## src/rtl/score_pkg.sv

```systemverilog
// Shared types and BCD helpers for the score/timer engine.
// Holds the state encoding exposed on state_o plus small packed-BCD arithmetic functions.
package score_pkg;

    typedef enum logic [2:0] {
        ST_IDLE  = 3'd0,
        ST_RUN   = 3'd1,
        ST_TALLY = 3'd2,
        ST_OVER  = 3'd3,
        ST_DONE  = 3'd4
    } state_t;

    localparam logic [23:0] BCD_MAX_SCORE = 24'h999999;

    // One BCD digit add; returns {carry_out, digit}.
    function automatic logic [4:0] bcd_digit_add(input logic [3:0] a, input logic [3:0] b,
                                                 input logic cin);
        logic [4:0] s;
        s = {1'b0, a} + {1'b0, b} + {4'd0, cin};
        if (s > 5'd9) begin
            return {1'b1, 4'(s - 5'd10)};
        end
        return s;
    endfunction

    function automatic logic [23:0] bcd_add_sat6_f(input logic [23:0] a, input logic [23:0] b);
        logic [23:0] r;
        logic [4:0]  d;
        logic        c;
        r = '0;
        c = 1'b0;
        for (int i = 0; i < 6; i++) begin
            d          = bcd_digit_add(a[i*4 +: 4], b[i*4 +: 4], c);
            r[i*4 +: 4] = d[3:0];
            c          = d[4];
        end
        return c ? BCD_MAX_SCORE : r;
    endfunction

    // Three-digit BCD decrement that stops at 000.
    function automatic logic [11:0] bcd_dec3(input logic [11:0] t);
        logic [11:0] r;
        logic        borrow;
        r      = t;
        borrow = (t != 12'h000);
        for (int i = 0; i < 3; i++) begin
            if (borrow) begin
                if (t[i*4 +: 4] == 4'd0) begin
                    r[i*4 +: 4] = 4'd9;
                end else begin
                    r[i*4 +: 4] = t[i*4 +: 4] - 4'd1;
                    borrow      = 1'b0;
                end
            end
        end
        return r;
    endfunction

    function automatic logic bcd_valid6(input logic [23:0] v);
        for (int i = 0; i < 6; i++) begin
            if (v[i*4 +: 4] > 4'd9) return 1'b0;
        end
        return 1'b1;
    endfunction

endpackage

```

## src/rtl/bcd_add_sat6.sv

```systemverilog
// Combinational 6-digit packed-BCD adder that clamps at 999999 instead of wrapping.
module bcd_add_sat6
    import score_pkg::*;
(
    input  logic [23:0] i_a,
    input  logic [23:0] i_b,
    output logic [23:0] o_sum
);
    assign o_sum = bcd_add_sat6_f(i_a, i_b);
endmodule

```

## src/rtl/score_timer.sv

```systemverilog
// Score and countdown-timer engine: edge-detected game events in, packed-BCD score/time out.
// Define SCORE_TIME_BONUS_EN to build the end-of-level time bonus tally; otherwise win goes to DONE.
module score_timer
    import score_pkg::*;
#(
    parameter int          FRAMES_PER_SEC = 24,
    parameter logic [11:0] TIME_START     = 12'h400,
    parameter logic [23:0] STOMP_PTS      = 24'h000100,
    parameter logic [23:0] MUSH_PTS       = 24'h001000,
    parameter logic [23:0] BONUS_PTS      = 24'h000050,
    parameter int          TALLY_DIV      = 500000
) (
    input  logic        Clk,
    input  logic        Reset_n,
    input  logic        frame_clk,
    input  logic        startScreen,
    input  logic        killGoomba,
    input  logic        collision,
    input  logic        win,
    input  logic        gameover,
    output logic [23:0] score_bcd,
    output logic [11:0] time_bcd,
    output logic        time_up,
    output logic [2:0]  state_o
);
    localparam logic [7:0]  FPS_LAST = 8'(FRAMES_PER_SEC - 1);
    localparam logic [23:0] BOTH_PTS = bcd_add_sat6_f(STOMP_PTS, MUSH_PTS);

    state_t      r_state, w_state_next;
    logic [23:0] r_score, w_score_next, w_addend, w_sum;
    logic [11:0] r_time, w_time_next, w_time_dec;
    logic        r_time_up, w_time_up_next;
    logic [7:0]  r_frame, w_frame_next;
    logic        r_fc_meta, r_fc_sync, r_fc_prev;
    logic        r_start_prev, r_kill_prev, r_coll_prev, r_win_prev, r_over_prev;
    logic        w_frame_rise, w_start_rise, w_start_fall;
    logic        w_stomp_rise, w_mush_rise, w_win_rise, w_over_rise;

    assign w_frame_rise = r_fc_sync & ~r_fc_prev;
    assign w_start_rise = startScreen & ~r_start_prev;
    assign w_start_fall = ~startScreen & r_start_prev;
    assign w_stomp_rise = killGoomba & ~r_kill_prev;
    assign w_mush_rise  = collision & ~r_coll_prev;
    assign w_win_rise   = win & ~r_win_prev;
    assign w_over_rise  = gameover & ~r_over_prev;
    assign w_time_dec   = bcd_dec3(r_time);

`ifdef SCORE_TIME_BONUS_EN
    localparam int             TW         = $clog2(TALLY_DIV);
    localparam logic [TW-1:0]  TALLY_LAST = TW'(TALLY_DIV - 1);
    localparam state_t         WIN_DEST   = ST_TALLY;
    logic [TW-1:0] r_tally, w_tally_next;
    logic          w_tally_tick;
    assign w_tally_tick = (r_tally == TALLY_LAST);
`else
    localparam state_t WIN_DEST = ST_DONE;
    logic w_unused_cfg;
    assign w_unused_cfg = ^{BONUS_PTS, TALLY_DIV};
`endif

    always_comb begin
        w_addend = '0;
        if (r_state == ST_RUN) begin
            case ({w_stomp_rise, w_mush_rise})
                2'b10:   w_addend = STOMP_PTS;
                2'b01:   w_addend = MUSH_PTS;
                2'b11:   w_addend = BOTH_PTS;
                default: w_addend = '0;
            endcase
        end
`ifdef SCORE_TIME_BONUS_EN
        else if (r_state == ST_TALLY && w_tally_tick && r_time != 12'h000) begin
            w_addend = BONUS_PTS;
        end
`endif
    end

    bcd_add_sat6 u_add (
        .i_a   (r_score),
        .i_b   (w_addend),
        .o_sum (w_sum)
    );

    always_comb begin
        w_state_next   = r_state;
        w_score_next   = r_score;
        w_time_next    = r_time;
        w_time_up_next = 1'b0;
        w_frame_next   = r_frame;
`ifdef SCORE_TIME_BONUS_EN
        w_tally_next   = '0;
`endif
        case (r_state)
            ST_IDLE: begin
                w_score_next = '0;
                w_time_next  = TIME_START;
                w_frame_next = '0;
                if (w_start_fall) w_state_next = ST_RUN;
            end
            ST_RUN: begin
                w_score_next = w_sum;
                if (w_frame_rise) begin
                    if (r_frame == FPS_LAST) begin
                        w_frame_next = '0;
                        w_time_next  = w_time_dec;
                        // Expiry only counts when neither higher-priority event fires.
                        if (r_time == 12'h001 && !w_over_rise && !w_win_rise) begin
                            w_time_up_next = 1'b1;
                            w_state_next   = ST_OVER;
                        end
                    end else begin
                        w_frame_next = r_frame + 8'd1;
                    end
                end
                if (w_over_rise)     w_state_next = ST_OVER;
                else if (w_win_rise) w_state_next = WIN_DEST;
            end
`ifdef SCORE_TIME_BONUS_EN
            ST_TALLY: begin
                if (r_time == 12'h000) begin
                    w_state_next = ST_DONE;
                end else if (w_tally_tick) begin
                    w_time_next  = w_time_dec;
                    w_score_next = w_sum;
                end else begin
                    w_tally_next = r_tally + TW'(1);
                end
            end
`endif
            default: ;
        endcase
        if (w_start_rise) begin
            w_state_next   = ST_IDLE;
            w_score_next   = '0;
            w_time_next    = TIME_START;
            w_time_up_next = 1'b0;
            w_frame_next   = '0;
        end
    end

    always_ff @(posedge Clk) begin
        if (!Reset_n) begin
            r_state      <= ST_IDLE;
            r_score      <= '0;
            r_time       <= TIME_START;
            r_time_up    <= 1'b0;
            r_frame      <= '0;
            r_fc_meta    <= 1'b0;
            r_fc_sync    <= 1'b0;
            r_fc_prev    <= 1'b0;
            r_start_prev <= 1'b0;
            r_kill_prev  <= 1'b0;
            r_coll_prev  <= 1'b0;
            r_win_prev   <= 1'b0;
            r_over_prev  <= 1'b0;
`ifdef SCORE_TIME_BONUS_EN
            r_tally      <= '0;
`endif
        end else begin
            r_state      <= w_state_next;
            r_score      <= w_score_next;
            r_time       <= w_time_next;
            r_time_up    <= w_time_up_next;
            r_frame      <= w_frame_next;
            r_fc_meta    <= frame_clk;
            r_fc_sync    <= r_fc_meta;
            r_fc_prev    <= r_fc_sync;
            r_start_prev <= startScreen;
            r_kill_prev  <= killGoomba;
            r_coll_prev  <= collision;
            r_win_prev   <= win;
            r_over_prev  <= gameover;
`ifdef SCORE_TIME_BONUS_EN
            r_tally      <= w_tally_next;
`endif
        end
    end

    assign score_bcd = r_score;
    assign time_bcd  = r_time;
    assign time_up   = r_time_up;
    assign state_o   = r_state;

endmodule

```

## config.mk

```make
export PLATFORM = sky130hd
export DESIGN_NAME = score_timer
export DESIGN_NICKNAME = d
export VERILOG_FILES = /design/src/rtl/score_pkg.sv /design/src/rtl/bcd_add_sat6.sv /design/src/rtl/score_timer.sv
export SDC_FILE = /design/constraint.sdc
export NUM_CORES = 1
export LEC_CHECK = 0
export ABC_AREA = 1
export CAP_MARGIN = 20
export CORE_MARGIN = 2
export CORE_UTILIZATION = 64
export DETAILED_ROUTE_END_ITERATION = 6
export DONT_BUFFER_PORTS = 1
export PLACE_DENSITY = 0.8
export SYNTH_ARGS = -nofsm -noshare
export SYNTH_HDL_FRONTEND = slang
export SYNTH_SLANG_ARGS = --single-unit
```

## constraint.sdc

```tcl
create_clock -name Clk -period 8.15 [get_ports Clk]
set_input_delay 0 -clock Clk [delete_from_list [all_inputs] [get_ports Clk]]
set_output_delay 0 -clock Clk [all_outputs]
set_load 0.005 [all_outputs]
```

==> impl_metrics.json <==
{
  "finalPower_w": 0.000576,
  "grt_usage_pct": 26.8,
  "synth_nets": 537,
  "final_nets": 552,
  "layout_setup_ws_ps": 538,
  "synth_top_family_by_area": "simple AND/OR/NAND/NOR gates",
  "yosysMostFrequentCell": "nand2_1",
  "p_per_area_mw_per_mm2": 151,
  "clock_latency_ps": 320,
  "dpl_worst_slack_ps": -111,
  "syn_to_final_growth_pct": 12.4,
  "min_period_ps": 7610,
  "dr.pass1.iters": 4,
  "synth_adder_area_share_pct": 9.67,
  "postRouteAntennaNets": 0,
  "grt_pass1_wl_um": 13200,
  "overflow": 0,
  "hold_ws_ps": 14.3,
  "numCtsBuffers": 5,
  "clkTransAtPathRegs_ps": 110,
  "cp-startpoint": "score_bcd[1]$_SDFFE_PP0P_",
  "critical_path.slowest_cell": "fa_1",
  "synth_top_cell_by_area": "dfxtp_1",
  "dieWidth_um": 76.8,
  "post_synth_num_cell_types": 36,
  "die_y_um": 76.8,
  "synth_edf_count": 0,
  "dp_hpwl_um": 5400,
  "max_freq_mhz": 131,
  "p_leak_nw": 1.66,
  "place.port_buffers": 0,
  "gp_congestion": 0.869,
  "clk_path_buf_depth": 2,
  "wl_um": 7880,
  "ys_seq_area_share_pct": 33.1,
  "synth-async-reset-ratio_pct": 0,
  "synth_common_cells": "nand2_1 (123), inv_1 (80), dfxtp_1 (56)",
  "synthFlopType": "dfxtp_1",
  "finalClockSkew_ps": 11.5,
  "coreArea_mm2": 0.00511,
  "antenna_found_initial": 0,
  "min-delay-start": "startScreen",
  "clockRootBuffer": "clkbuf_8",
  "cp_slowest_stage_delay_ps": 410,
  "required_ps": 8380,
  "maxCapViolCount": 0,
  "final_hold_viol_count": 0,
  "outcome": "completed",
  "cts_tree": "done",
  "syn_area_per_cell_um2": 6.73,
  "drt_iter0_drc": 179,
  "vdd_ir_drop_max_mv": 0.134,
  "viasPerCell": 5.46,
  "slew_headroom_pct": 64.4,
  "netlist_area_mm2": 0.00339,
  "synth_compound_area_share_pct": 12.7,
  "io_pins": 48,
  "max_slew.worst_pin.slew_ps": 531,
  "vias": 3223,
  "diodes": 0,
  "htreeDepth": 2,
  "dieArea_mm2": 0.00589,
  "synthCells": 504,
  "fillers": 418,
  "start_kind": "register",
  "ys_ff_latch": 56,
  "grt_max_degree": 34,
  "path_class": "reg -> reg",
  "cts.sinks": 56,
  "yosys-top-cells-area": "dfxtp_1 (33%), nand2_1 (14%), inv_1 (8.9%)",
  "cp_max_fo": 8,
  "drcViolationCount": 0,
  "hp-class": "in -> reg",
  "grt_pass1_vias": 3057,
  "routedWlPerCell_um": 13.4,
  "synth_mux_area_share_pct": 0,
  "start_util_pct": 66.4,
  "finalSetupViolCount": 0,
  "min_period_over_period_pct": 93.4,
  "drive_gt1_share_pct": 9.81,
  "slew_violations": 0,
  "synth_top_area_share_pct": 33.1,
  "r2r_start": "score_bcd[1]$_SDFFE_PP0P_",
  "crit_arrival_ps": 7840,
  "synthSimpleGateAreaFrac_pct": 33.0,
  "worst_path_most_repeated_cell": "nand2_1",
  "synth_xor_area_share_pct": 0.517,
  "rows": 26,
  "yosysWarnings": 0,
  "cp-end-kind": "register"
}
==> cells in the final DEF (no fill, tap or decap), drive strengths merged <==
cell         instances
o211ai               4
ha                  23
clkbuf               5
a31oi                2
xor2                 2
nor3b                1
a211oi               2
nor4                 3
bufinv               2
nor3                10
o22ai                1
a21oi               49
o21a                 1
fa                   2
and3                 2
dlygate4sd3          9
clkinv               1
nand4                8
nand2              128
buf                  9
nand3b               1
o21ai               19
nand3               52
dfxtp               56
o21bai               1
nor2                41
and2                 1
inv                 85
==> final timing paths <==
check,end,slack (ps),cells after the start
setup / recovery,score_bcd[1]$_SDFFE_PP0P_,540,62
hold / removal,state_o[0]$_SDFFE_PP0P_,10,5
setup reg to reg,score_bcd[1]$_SDFFE_PP0P_,540,62
hold reg to reg,r_fc_sync$_SDFF_PN0_,430,2
==> what timing repair did <==
action,4_1_cts,5_1_grt
cloned,0,0
resized for setup,1,21
hold endpoints to repair,10,0
buffers inserted,2,6
hold buffers,9,0
pin swaps,1,6
setup endpoints to repair,12,24
==> power breakdown <==
group	switching, W	internal [W]
Clock	0.0000989	0.000124
Sequential	0.00000626	0.000280
Combinational	0.0000447	0.0000226
Total	0.000150	0.000426
==> critical path: cells and delay by family (launching register included) <==
| kind | cells | cell delay (ps) |
|---|---|---|
| AO/OA/AOI/OAI | 1 | 180 |
| adder cells (fa/ha/maj) | 17 | 3570 |
| buffers and inverters | 17 | 1210 |
| flip-flops | 1 | 370 |
| AND/OR/NAND/NOR | 27 | 2210 |
==> flip-flops by register name, indices dropped and copies added, names as in the netlist <==
register,count
r_start_prev,1
r_fc_sync,1
r_coll_prev,1
time_up,1
r_fc_meta,1
r_over_prev,1
score_bcd,24
r_kill_prev,1
r_frame,8
time_bcd,12
r_win_prev,1
state_o,3
r_fc_prev,1
==> metrics by stage <==
stage | utilization, % | cells | area (um2) | TNS, ps
6_report | 74.6 | 590 | 3810 | 0
5_1_grt | 74.6 | 590 | 3810 | -130
4_1_cts | 72.3 | 584 | 3690 | 0
3_5_place_dp | 67.3 | 565 | 3440 | -789
3_3_place_gp | 67.3 | 565 | 3440 | 0
2_1_floorplan | - | 504 | 3390 | 0
==> cell type report <==
type	instances	area (um2)	share of cell area [%]
clock buffers	5	68.8	1.81
clock inverters	3	68.8	1.81
inverters	85	324	8.51
multi-input cells	353	1970	51.6
flip-flops and latches	56	1120	29.5
well taps	70	87.6	2.30
repair buffers	18	170	4.47
==> logic make-up (layout without fill, tap and decap cells) <==
family	after synthesis	after routing
adder cells (fa/ha/maj)	25	25
AO/OA/AOI/OAI	79	79
AND/OR/NAND/NOR	247	247
flip-flops	56	56
buffers and inverters	95	111
XOR/XNOR	2	2
==> layer usage <==
layer | up-vias | global-route usage, % | share of wire (%)
met3 | 6 | 5.29 | 4.7
met5 | - | 0 | 0
met2 | 75 | 48.1 | 50
met4 | 0 | 5.45 | 0.29
li1 | 1662 | - | -
met1 | 1480 | 33.4 | 45
Power figures use the tool's default switching activity.
